$ cat config.mk
export PLATFORM = sky130hd
export DESIGN_NAME = raster_cmd_issuer
export DESIGN_NICKNAME = d
export VERILOG_FILES = /design/src/rtl/raster_cmd_issuer_pkg.sv /design/src/rtl/raster_cmd_issuer_cmd_fifo.sv /design/src/rtl/raster_cmd_issuer.sv
export SDC_FILE = /design/constraint.sdc
export NUM_CORES = 1
export LEC_CHECK = 0
export CAP_MARGIN = 20
export CORE_MARGIN = 3
export CORE_UTILIZATION = 50
export CTS_CLUSTER_SIZE = 12
export DETAILED_ROUTE_END_ITERATION = 16
export PLACE_DENSITY = 0.75
export SYNTH_ARGS = -nofsm -noshare
export SYNTH_HDL_FRONTEND = slang
export SYNTH_SLANG_ARGS = --single-unit
$ cat constraint.sdc
create_clock -name clk -period 2.2 [get_ports clk]
set_input_delay 0.33 -clock clk [delete_from_list [all_inputs] [get_ports clk]]
set_output_delay 0.33 -clock clk [all_outputs]
set_load 0.01 [all_outputs]
$ cat src/rtl/raster_cmd_issuer_pkg.sv
// Shared definitions for the rasterizer command bus.
// The rasterizer side uses the same command codes and field widths.
//   cmd_e        : 2-bit command code (NOP/POINT/LINE/RECT)
//   rast_cmd_t   : one assembled command (cmd + six 3-bit fields, 20 bits)
//   asm_state_e  : byte assembler states
//   iss_state_e  : issuer FSM states
//   build_cmd    : header/argument bytes -> assembled command, unused fields zero
package raster_cmd_issuer_pkg;

  localparam int COORD_W          = 3;
  localparam int CMD_W            = 2;
  localparam int FIFO_DEPTH_DEF   = 2;
  localparam int FRAME_PIXELS_DEF = 64;
  localparam int SYNC_TIMEOUT_DEF = 15;

  typedef enum logic [CMD_W-1:0] {
    CMD_NOP   = 2'b00,
    CMD_POINT = 2'b01,
    CMD_LINE  = 2'b10,
    CMD_RECT  = 2'b11
  } cmd_e;

  typedef struct packed {
    cmd_e               cmd;
    logic [COORD_W-1:0] x1;
    logic [COORD_W-1:0] y1;
    logic [COORD_W-1:0] x2;
    logic [COORD_W-1:0] y2;
    logic [COORD_W-1:0] width;
    logic [COORD_W-1:0] height;
  } rast_cmd_t;

  localparam int CMD_ENTRY_W = $bits(rast_cmd_t);

  typedef enum logic {
    A_HDR,
    A_ARG
  } asm_state_e;

  typedef enum logic [1:0] {
    S_IDLE,
    S_ISSUE,
    S_WAIT_SYNC,
    S_DRAIN
  } iss_state_e;

  function automatic logic is_two_byte(input cmd_e c);
    return (c == CMD_LINE) || (c == CMD_RECT);
  endfunction

  // arg carries only the six payload bits; its top two bits have no meaning.
  function automatic rast_cmd_t build_cmd(input logic [7:0] hdr, input logic [5:0] arg);
    rast_cmd_t c;
    c        = '0;
    c.cmd    = cmd_e'(hdr[7:6]);
    c.x1     = hdr[5:3];
    c.y1     = hdr[2:0];
    if (c.cmd == CMD_LINE) begin
      c.x2 = arg[5:3];
      c.y2 = arg[2:0];
    end
    if (c.cmd == CMD_RECT) begin
      c.width  = arg[5:3];
      c.height = arg[2:0];
    end
    return c;
  endfunction

endpackage

$ cat src/rtl/raster_cmd_issuer_cmd_fifo.sv
// Synchronous show-ahead FIFO for assembled commands.
//   clk, rst      : clock, synchronous active-high reset (empties the FIFO)
//   wr_en/wr_data : push (ignored when full)
//   rd_en/rd_data : pop (ignored when empty); rd_data shows the head entry
//   full, empty   : flags decoded from the registered occupancy count
module raster_cmd_issuer_cmd_fifo #(
  parameter int DEPTH = 2,
  parameter int WIDTH = 20
) (
  input  logic             clk,
  input  logic             rst,
  input  logic             wr_en,
  input  logic [WIDTH-1:0] wr_data,
  input  logic             rd_en,
  output logic [WIDTH-1:0] rd_data,
  output logic             full,
  output logic             empty
);

  localparam int AW = (DEPTH > 1) ? $clog2(DEPTH) : 1;

  logic [WIDTH-1:0] mem [DEPTH];
  logic [AW-1:0]    wr_ptr;
  logic [AW-1:0]    rd_ptr;
  logic [AW:0]      count;
  logic             do_wr;
  logic             do_rd;

  assign do_wr   = wr_en && !full;
  assign do_rd   = rd_en && !empty;
  assign full    = (count == (AW+1)'(DEPTH));
  assign empty   = (count == '0);
  assign rd_data = mem[rd_ptr];

  always_ff @(posedge clk) begin
    if (rst) begin
      wr_ptr <= '0;
      rd_ptr <= '0;
      count  <= '0;
    end else begin
      if (do_wr) wr_ptr <= wr_ptr + 1'b1;
      if (do_rd) rd_ptr <= rd_ptr + 1'b1;
      // simultaneous push and pop leaves occupancy unchanged
      case ({do_wr, do_rd})
        2'b10:   count <= count + 1'b1;
        2'b01:   count <= count - 1'b1;
        default: count <= count;
      endcase
    end
  end

  // storage needs no reset: entries are only read after being written
  always_ff @(posedge clk) begin
    if (do_wr) mem[wr_ptr] <= wr_data;
  end

endmodule

$ cat src/rtl/raster_cmd_issuer.sv
// Transmit side of the rasterizer command bus.
// Assembles 1- or 2-byte commands from a byte stream into a small FIFO and
// issues them one at a time, paced by the rasterizer's frame_sync and the
// fixed pixel readout that follows it.
//   clk, rst            : clock, synchronous active-high reset
//   in_data/in_valid    : command byte stream; accepted when in_valid && in_ready
//   in_ready            : FIFO has room
//   out_cmd, out_x1..   : current command, held from load until the next pop
//   cmd_ready           : one-cycle issue strobe
//   frame_sync          : rasterizer draw-done pulse
//   busy                : issued command not yet fully drawn
//   err_timeout         : sticky, frame_sync did not arrive in time
//
// Issuer states
//   state        | meaning
//   S_IDLE       | rasterizer idle; pop and load the next command if any
//   S_ISSUE      | cmd_ready high for this single cycle
//   S_WAIT_SYNC  | waiting for frame_sync, bounded by SYNC_TIMEOUT
//   S_DRAIN      | pixel readout after frame_sync still running
module raster_cmd_issuer
  import raster_cmd_issuer_pkg::*;
#(
  parameter int FIFO_DEPTH   = FIFO_DEPTH_DEF,
  parameter int FRAME_PIXELS = FRAME_PIXELS_DEF,  // must be >= 2
  parameter int SYNC_TIMEOUT = SYNC_TIMEOUT_DEF   // must be >= 2
) (
  input  logic               clk,
  input  logic               rst,
  input  logic [7:0]         in_data,
  input  logic               in_valid,
  output logic               in_ready,
  output logic [CMD_W-1:0]   out_cmd,
  output logic [COORD_W-1:0] out_x1,
  output logic [COORD_W-1:0] out_y1,
  output logic [COORD_W-1:0] out_x2,
  output logic [COORD_W-1:0] out_y2,
  output logic [COORD_W-1:0] out_width,
  output logic [COORD_W-1:0] out_height,
  output logic               cmd_ready,
  input  logic               frame_sync,
  output logic               busy,
  output logic               err_timeout
);

  localparam int CNT_MAX = (FRAME_PIXELS > SYNC_TIMEOUT) ? FRAME_PIXELS : SYNC_TIMEOUT;
  localparam int CNT_W   = $clog2(CNT_MAX + 1);

  // Both timers are down-counters ending at zero. The state that loads them
  // is itself one cycle of the interval, hence the -2.
  localparam logic [CNT_W-1:0] SYNC_LOAD  = CNT_W'(SYNC_TIMEOUT - 2);
  localparam logic [CNT_W-1:0] DRAIN_LOAD = CNT_W'(FRAME_PIXELS - 2);

  asm_state_e asm_state;
  logic [7:0] hdr_q;
  logic       accept;
  logic       fifo_push;
  logic       fifo_pop;
  logic       fifo_full;
  logic       fifo_empty;
  rast_cmd_t  push_cmd;
  rast_cmd_t  pop_cmd;
  cmd_e       in_cmd;

  iss_state_e       iss_state;
  logic [CNT_W-1:0] cnt;

  assign in_ready = !fifo_full;
  assign accept   = in_valid && in_ready;
  assign in_cmd   = cmd_e'(in_data[7:6]);
  assign fifo_pop = (iss_state == S_IDLE) && !fifo_empty;

  // ---------------- byte assembler ----------------
  always_comb begin
    fifo_push = 1'b0;
    push_cmd  = '0;
    if (accept) begin
      if (asm_state == A_ARG) begin
        fifo_push = 1'b1;
        push_cmd  = build_cmd(hdr_q, in_data[5:0]);
      end else if (!is_two_byte(in_cmd)) begin
        fifo_push = 1'b1;
        push_cmd  = build_cmd(in_data, 6'd0);
      end
    end
  end

  always_ff @(posedge clk) begin
    if (rst) begin
      asm_state <= A_HDR;
      hdr_q     <= '0;
    end else if (accept) begin
      if (asm_state == A_HDR && is_two_byte(in_cmd)) begin
        asm_state <= A_ARG;
        hdr_q     <= in_data;
      end else begin
        asm_state <= A_HDR;
      end
    end
  end

  raster_cmd_issuer_cmd_fifo #(
    .DEPTH (FIFO_DEPTH),
    .WIDTH (CMD_ENTRY_W)
  ) u_cmd_fifo (
    .clk     (clk),
    .rst     (rst),
    .wr_en   (fifo_push),
    .wr_data (push_cmd),
    .rd_en   (fifo_pop),
    .rd_data (pop_cmd),
    .full    (fifo_full),
    .empty   (fifo_empty)
  );

  // ---------------- issuer FSM ----------------
  always_ff @(posedge clk) begin
    if (rst) begin
      iss_state   <= S_IDLE;
      cnt         <= '0;
      cmd_ready   <= 1'b0;
      busy        <= 1'b0;
      err_timeout <= 1'b0;
      out_cmd     <= '0;
      out_x1      <= '0;
      out_y1      <= '0;
      out_x2      <= '0;
      out_y2      <= '0;
      out_width   <= '0;
      out_height  <= '0;
    end else begin
      cmd_ready <= 1'b0;
      case (iss_state)
        S_IDLE: begin
          if (!fifo_empty) begin
            out_cmd    <= pop_cmd.cmd;
            out_x1     <= pop_cmd.x1;
            out_y1     <= pop_cmd.y1;
            out_x2     <= pop_cmd.x2;
            out_y2     <= pop_cmd.y2;
            out_width  <= pop_cmd.width;
            out_height <= pop_cmd.height;
            cmd_ready  <= 1'b1;
            busy       <= 1'b1;
            iss_state  <= S_ISSUE;
          end
        end
        S_ISSUE: begin
          cnt       <= SYNC_LOAD;
          iss_state <= S_WAIT_SYNC;
        end
        S_WAIT_SYNC: begin
          // a frame_sync on the last allowed cycle still wins over the timeout
          if (frame_sync) begin
            cnt       <= DRAIN_LOAD;
            iss_state <= S_DRAIN;
          end else if (cnt == '0) begin
            err_timeout <= 1'b1;
            busy        <= 1'b0;
            iss_state   <= S_IDLE;
          end else begin
            cnt <= cnt - 1'b1;
          end
        end
        S_DRAIN: begin
          if (cnt == '0) begin
            busy      <= 1'b0;
            iss_state <= S_IDLE;
          end else begin
            cnt <= cnt - 1'b1;
          end
        end
        default: iss_state <= S_IDLE;
      endcase
    end
  end

endmodule
; Yosys cells after proc, flatten, opt, wreduce, memory -nomap -nowiden
; Memories as Yosys holds them, arrays and structs flattened. A register that Yosys moved wholly into a read port is not among the register bits.
; Index checks and enable logic that the tools add are counted.
[word_totals]
ff_bits = 25
latchBits = 0
ram_bits = 40
mem_bits_ro = 0
inputBits = 12
output_inout_bits = 24
word_cells = 75
memories = 1
[op_classes]
addsub = 5
multipliers = 0
div = 0
order_cmp = 0
eq_ne = 12
shift = 0
muxes = 24
n_bitwise = 4
reduce_logical = 19
[mem_list]
columns = name, depth, word_bits, rd, rd_clocked_by_memory_dff, write_ports, line
row1 = u_cmd_fifo.mem, 2, 20, 1, 1, 1, raster_cmd_issuer_cmd_fifo.sv:22  ; logic [WIDTH-1:0] mem [DEPTH];
[op_table]
columns = cell, n
row1 = $mux 20, 3
row2 = $pmux 7 s3, 1
row3 = $eq 2x2->1 const B, 8
row4 = $mux 7, 2
row5 = $mux 6, 2
row6 = $mux 1, 10
row7 = $pmux 2 s4, 1
row8 = $logic_not 7->1, 1
row9 = $sub 7x1->7 const B, 1
row10 = $mux 2, 3
row11 = $reduce_and 3->1, 2
row12 = $reduce_bool 3->1, 2
row13 = $logic_and 1x1->1, 5
row14 = $eq 2x1->1 const B, 2
row15 = $logic_not 2->1, 2
row16 = $ne 2x2->1 const B, 2
row17 = $not 1->1, 4
row18 = $pmux 2 s2, 1
row19 = $reduce_and 2->1, 2
row20 = $pmux 1 s3, 1
row21 = $add 1x1->1 const B, 2
row22 = $add 2x1->2 const B, 1
row23 = $logic_not 1->1, 2
row24 = $reduce_bool 2->1, 1
row25 = 3 further kinds, 3

; Depth between registers and ports, before layout
[logic_depth]
word_depth = 8
depth_mapped = 8
mapped_depth_nobuf = 6

; Modules after synthesis
; From an unflattened synthesis, not the netlist that was laid out.
[unflattened]
cells_unflattened = 329
hier_area_um2 = 3509.6
[modules_own_cells]
columns = mod, instances, cells_per_inst, area_per_inst_um2, seq_area_each_um2
row1 = raster_cmd_issuer, 1, 241, 1849.3, 820.8
row2 = raster_cmd_issuer_cmd_fifo, 1, 88, 1660.3, 1301.2

; Worst setup path before layout
; No wires, ideal clock.
[synth_path]
kind = register to register
startpoint = register asm_state
endpoint = memory u_cmd_fifo.mem[0][0], enable pin
setup_ns = 0.397
t_arrival_ns = 1.882
required_ns = 1.803
setup_slack_ns = -0.079
stages_incl_launch_ff = 6
n_path_buf = 2
synth_period_minus_slack_ns = 2.279
path_cell_list = dfxtp_1 > buf_2 > nor2b_1 > nand3b_1 > clkbuf_1 > nor2_1
[synth_via]
elab_chain_len = 5
[synth_lines]
columns = element, line
row1 = from (decl), raster_cmd_issuer.sv:53  ; asm_state_e asm_state;
row2 = from (signal assigned), raster_cmd_issuer.sv:89  ; asm_state <= A_HDR;
row3 = from (signal assigned), raster_cmd_issuer.sv:93  ; asm_state <= A_ARG;
row4 = from (signal assigned), raster_cmd_issuer.sv:96  ; asm_state <= A_HDR;
row5 = $mux 1, raster_cmd_issuer.sv:77  ; if (asm_state == A_ARG) begin
row6 = $mux 1, raster_cmd_issuer.sv:76  ; if (accept) begin
row7 = $logic_and 1x1->1, raster_cmd_issuer_cmd_fifo.sv:29  ; assign do_wr = wr_en && !full;
row8 = $mux 1, raster_cmd_issuer_cmd_fifo.sv:54  ; if (do_wr) mem[wr_ptr] <= wr_data;
row9 = $mux 1 (not written as such), raster_cmd_issuer_cmd_fifo.sv:54
row10 = to (decl), raster_cmd_issuer_cmd_fifo.sv:22
; Every way passes these cells.

; Final worst setup path
[layout_path]
startpoint = register u_cmd_fifo.count[0]
endpoint = output port in_ready
[layout_via]
elab_chain_len = 2
[layout_lines]
columns = element, line
row1 = from (decl), raster_cmd_issuer_cmd_fifo.sv:25  ; logic [AW:0] count;
row2 = from (signal assigned), raster_cmd_issuer_cmd_fifo.sv:45  ; 2'b10: count <= count + 1'b1;
row3 = from (signal assigned), raster_cmd_issuer_cmd_fifo.sv:46  ; 2'b01: count <= count - 1'b1;
row4 = from (signal assigned), raster_cmd_issuer_cmd_fifo.sv:47  ; default: count <= count;
row5 = $eq 2x2->1, raster_cmd_issuer_cmd_fifo.sv:31  ; assign full = (count == (AW+1)'(DEPTH));
row6 = $logic_not 1->1, raster_cmd_issuer.sv:67  ; assign in_ready = !fifo_full;
row7 = to (decl), raster_cmd_issuer.sv:31  ; output logic in_ready,
; Every way passes these cells.

==> summary.txt <==
Status = completed
Vias in the first global route = 2132
Clock latency at the later pin of the worst-skew pair = 0.35 ns
Fin Clk Skew = 0.009255 ns
CTS Root Cell = clkbuf_8
Detailed placement HPWL = 4302 um
Slowest-stage cell, CP = clkdlybuf4s50_1
Final std cells w/o fill = 409
Area Overhead vs Synth = 19.66%
Synthesis Warnings = 0
Core area = 6495 um2
Kind of cell adding the most delay to the critical path = buffers and inverters
Die Wd = 88.75 um
Worst slew pin tran = 0.4756 ns
GPL Wtd Cong = 0.7931
CP startpoint kind = flip-flop
First-pass GRT wire length = 10340 um
Slowest stage delay, CP = 0.58 ns
Final nets = 342
CP max FO = 5
Leakage power = 1.468 nW
Worst-path clk slew = 0.08 ns
CP cell instances = nand2b_1 -> clkdlybuf4s50_1
Iteration-0 DRC Markers = 101
I/O Pins = 36
Mapped cell area = 3423 um2
H-tree depth = 3
Biggest area consumer among synthesized cells = edfxtp_1
Number of standard cells after synthesis = 290
MaxCap Viol Count = 0
Vias = 2225
Tcrit/Tclk final = 0.8651
Syn nets = 305
RSZ-0062 raised after global routing = false
Layout cells sized above 1 = 0.07831
CTS Hold Bufs = 0
Min Hold Slack = 0.4519 ns
Post-synthesis sequential element count = 85
Drt total wl = 6275 um
Die Y = 88.75 um
Placed cells = 393
Area of the die = 7876 um2
Final setup fails = 0
Max Slew Vio Count = 0
Drt wl/cell = 15.34 um
Drt first pass iters = 4
Achievable Freq = 0.5254 GHz
Top-area cell type share of the netlist area = 0.3509
Worst Path Buf+Inv = 1
CTS sink cnt = 85
Starting density of the core = 0.5271
PortBufs = 35
Most frequent cells in the layout = 47 x nor2_1, 45 x dfxtp_1, 40 x edfxtp_1
Slew HR = 0.6830
Initial antenna violation count = 0
Worst Hold Class = flip-flop to flip-flop
Setup tns final = 0 ns
DR vias/cell = 5.440
Pwr dens = 1353 nW/um2
CP required = 1.87 ns
Final min period = 1.903 ns
Worst EP arrival = 1.57 ns
Peak supply drop = 0.0004859 V
Critical path endpoint category = output port
Crit Path Class = flip-flop to output port
Final hold violation count = 0
Resize count post-CTS = 0
Power, Total = 5.544 mW
Number of setup buffers added after CTS = 0
Row count = 29
GRT Total Usage = 0.1751
Area contributors post-synth = edfxtp_1 35%, dfxtp_1 26%, mux2i_1 11%
Register area share after synthesis = 0.6140
CTS tree = built
CTS max path bufs = 2
Largest net degree at the start of global routing = 46
Synth unique cells = 36
Syn avg cell area = 11.80 um2
Diodes inserted = 0
Clock buffer count from CTS = 9
Final ANT Viol Nets = 0
DRC Markers = 0
Commonest non-fill, non-tap cell in the layout = nor2_1
Grt total ovfl = 0
==> worst paths after layout <==
check	start	endpoint	slack, ns	cells past startpoint
setup reg to reg	u_cmd_fifo.count[1]$_SDFFE_PP0P_	u_cmd_fifo.count[1]$_SDFFE_PP0P_	0.49	5
hold / removal	err_timeout$_SDFFE_PP0P_	err_timeout$_SDFFE_PP0P_	0.45	2
hold reg to reg	err_timeout$_SDFFE_PP0P_	err_timeout$_SDFFE_PP0P_	0.45	2
setup / recovery	u_cmd_fifo.count[0]$_SDFFE_PP0P_	in_ready	0.30	2
==> state kept, by name, indices dropped and copies added, names as in the netlist <==
signal and count:
out_cmd 2, err_timeout 1, out_y2 3, u_cmd_fifo.mem 40, out_x2 3, out_x1 3
hdr_q 8, cnt 7, u_cmd_fifo.wr_ptr 1, u_cmd_fifo.rd_ptr 1, asm_state 1, busy 1
out_y1 3, out_height 3, out_width 3, cmd_ready 1, iss_state 2, u_cmd_fifo.count 2
==> power breakdown <==
group	leakage [nW]	total, mW	switching [mW]	internal [mW]
combinational	0.616	2.10	1.07	1.03
sequential	0.751	2.28	0.250	2.03
clock	0.101	1.17	0.528	0.640
total	1.47	5.54	1.85	3.70
==> stage by stage <==
stage / worst slack, ns / utilization / area (um2)
5_1_grt: 0.1734 / 0.6307 / 4096
3_5_place_dp: 0.2363 / 0.5987 / 3889
2_1_floorplan: -0.07857 / - / 3423
3_3_place_gp: 0.2703 / 0.5987 / 3889
6_report: 0.2967 / 0.6307 / 4096
4_1_cts: 0.2651 / 0.6307 / 4096
==> cells in the mapped netlist <==
master     n
nand3_2    1
nand3_1    1
and2_1    12
nand3_4    1
xor2_1     1
or3_1      2
ha_1       3
a21oi_1    7
nor3b_1    1
a31oi_1    1
a21o_1     2
o21ai_0    3
buf_1      2
nor3_4     1
nand3b_1   1
nor2b_1    2
dfxtp_1   45
nand4_1    1
nand2_1    9
and3b_2    1
clkbuf_1   8
a211oi_1  21
nand2b_1   3
mux2i_1   37
nor3_2     1
xnor2_1    6
a221oi_1   1
edfxtp_1  40
buf_2      7
nor2_1    47
or4b_1     1
inv_1      8
o32ai_1    3
nor4b_1    1
nor3_1     7
nor4_1     2
==> layer usage <==
layer,global-route usage,vias up,routed length [um]
li1,-,1115,-
met1,0.2372,1051,3054
met5,0,-,0
met2,0.2692,49,2877
met4,0.06731,0,102
met3,0.04655,10,241
==> cell type report <==
cell class                 count  area (um2)
clock inverter                 4       72.57
sequential                    85        2102
inverter                       8       30.03
tap                           77       96.34
clock buffer                  12       135.1
timing repair buffer          43       435.4
fill                         517        2399
multi-input combinational    180        1225
==> logic make-up (layout without fill, tap and decap cells) <==
| family | Yosys count | after routing | synth area share |
|---|---|---|---|
| muxes | 37 | 37 | 0.1082 |
| adders and majority gates | 3 | 3 | 0.01097 |
| and+or+nand+nor | 95 | 95 | 0.1418 |
| AOI/OAI and AO/OA | 38 | 38 | 0.07712 |
| buffers and inverters | 25 | 67 | 0.02997 |
| DFF | 85 | 85 | 0.6140 |
| xor gates and xnor gates | 7 | 7 | 0.01791 |
==> tightest hold or removal path: cells and delay by family, from the launching register on <==
family                 cells  cell delay [ns]
flip-flops                 1             0.31
AO/OA/AOI/OAI              1             0.05
buffers and inverters      1             0.05
Note: power is estimated with default switching activity, not from simulation.
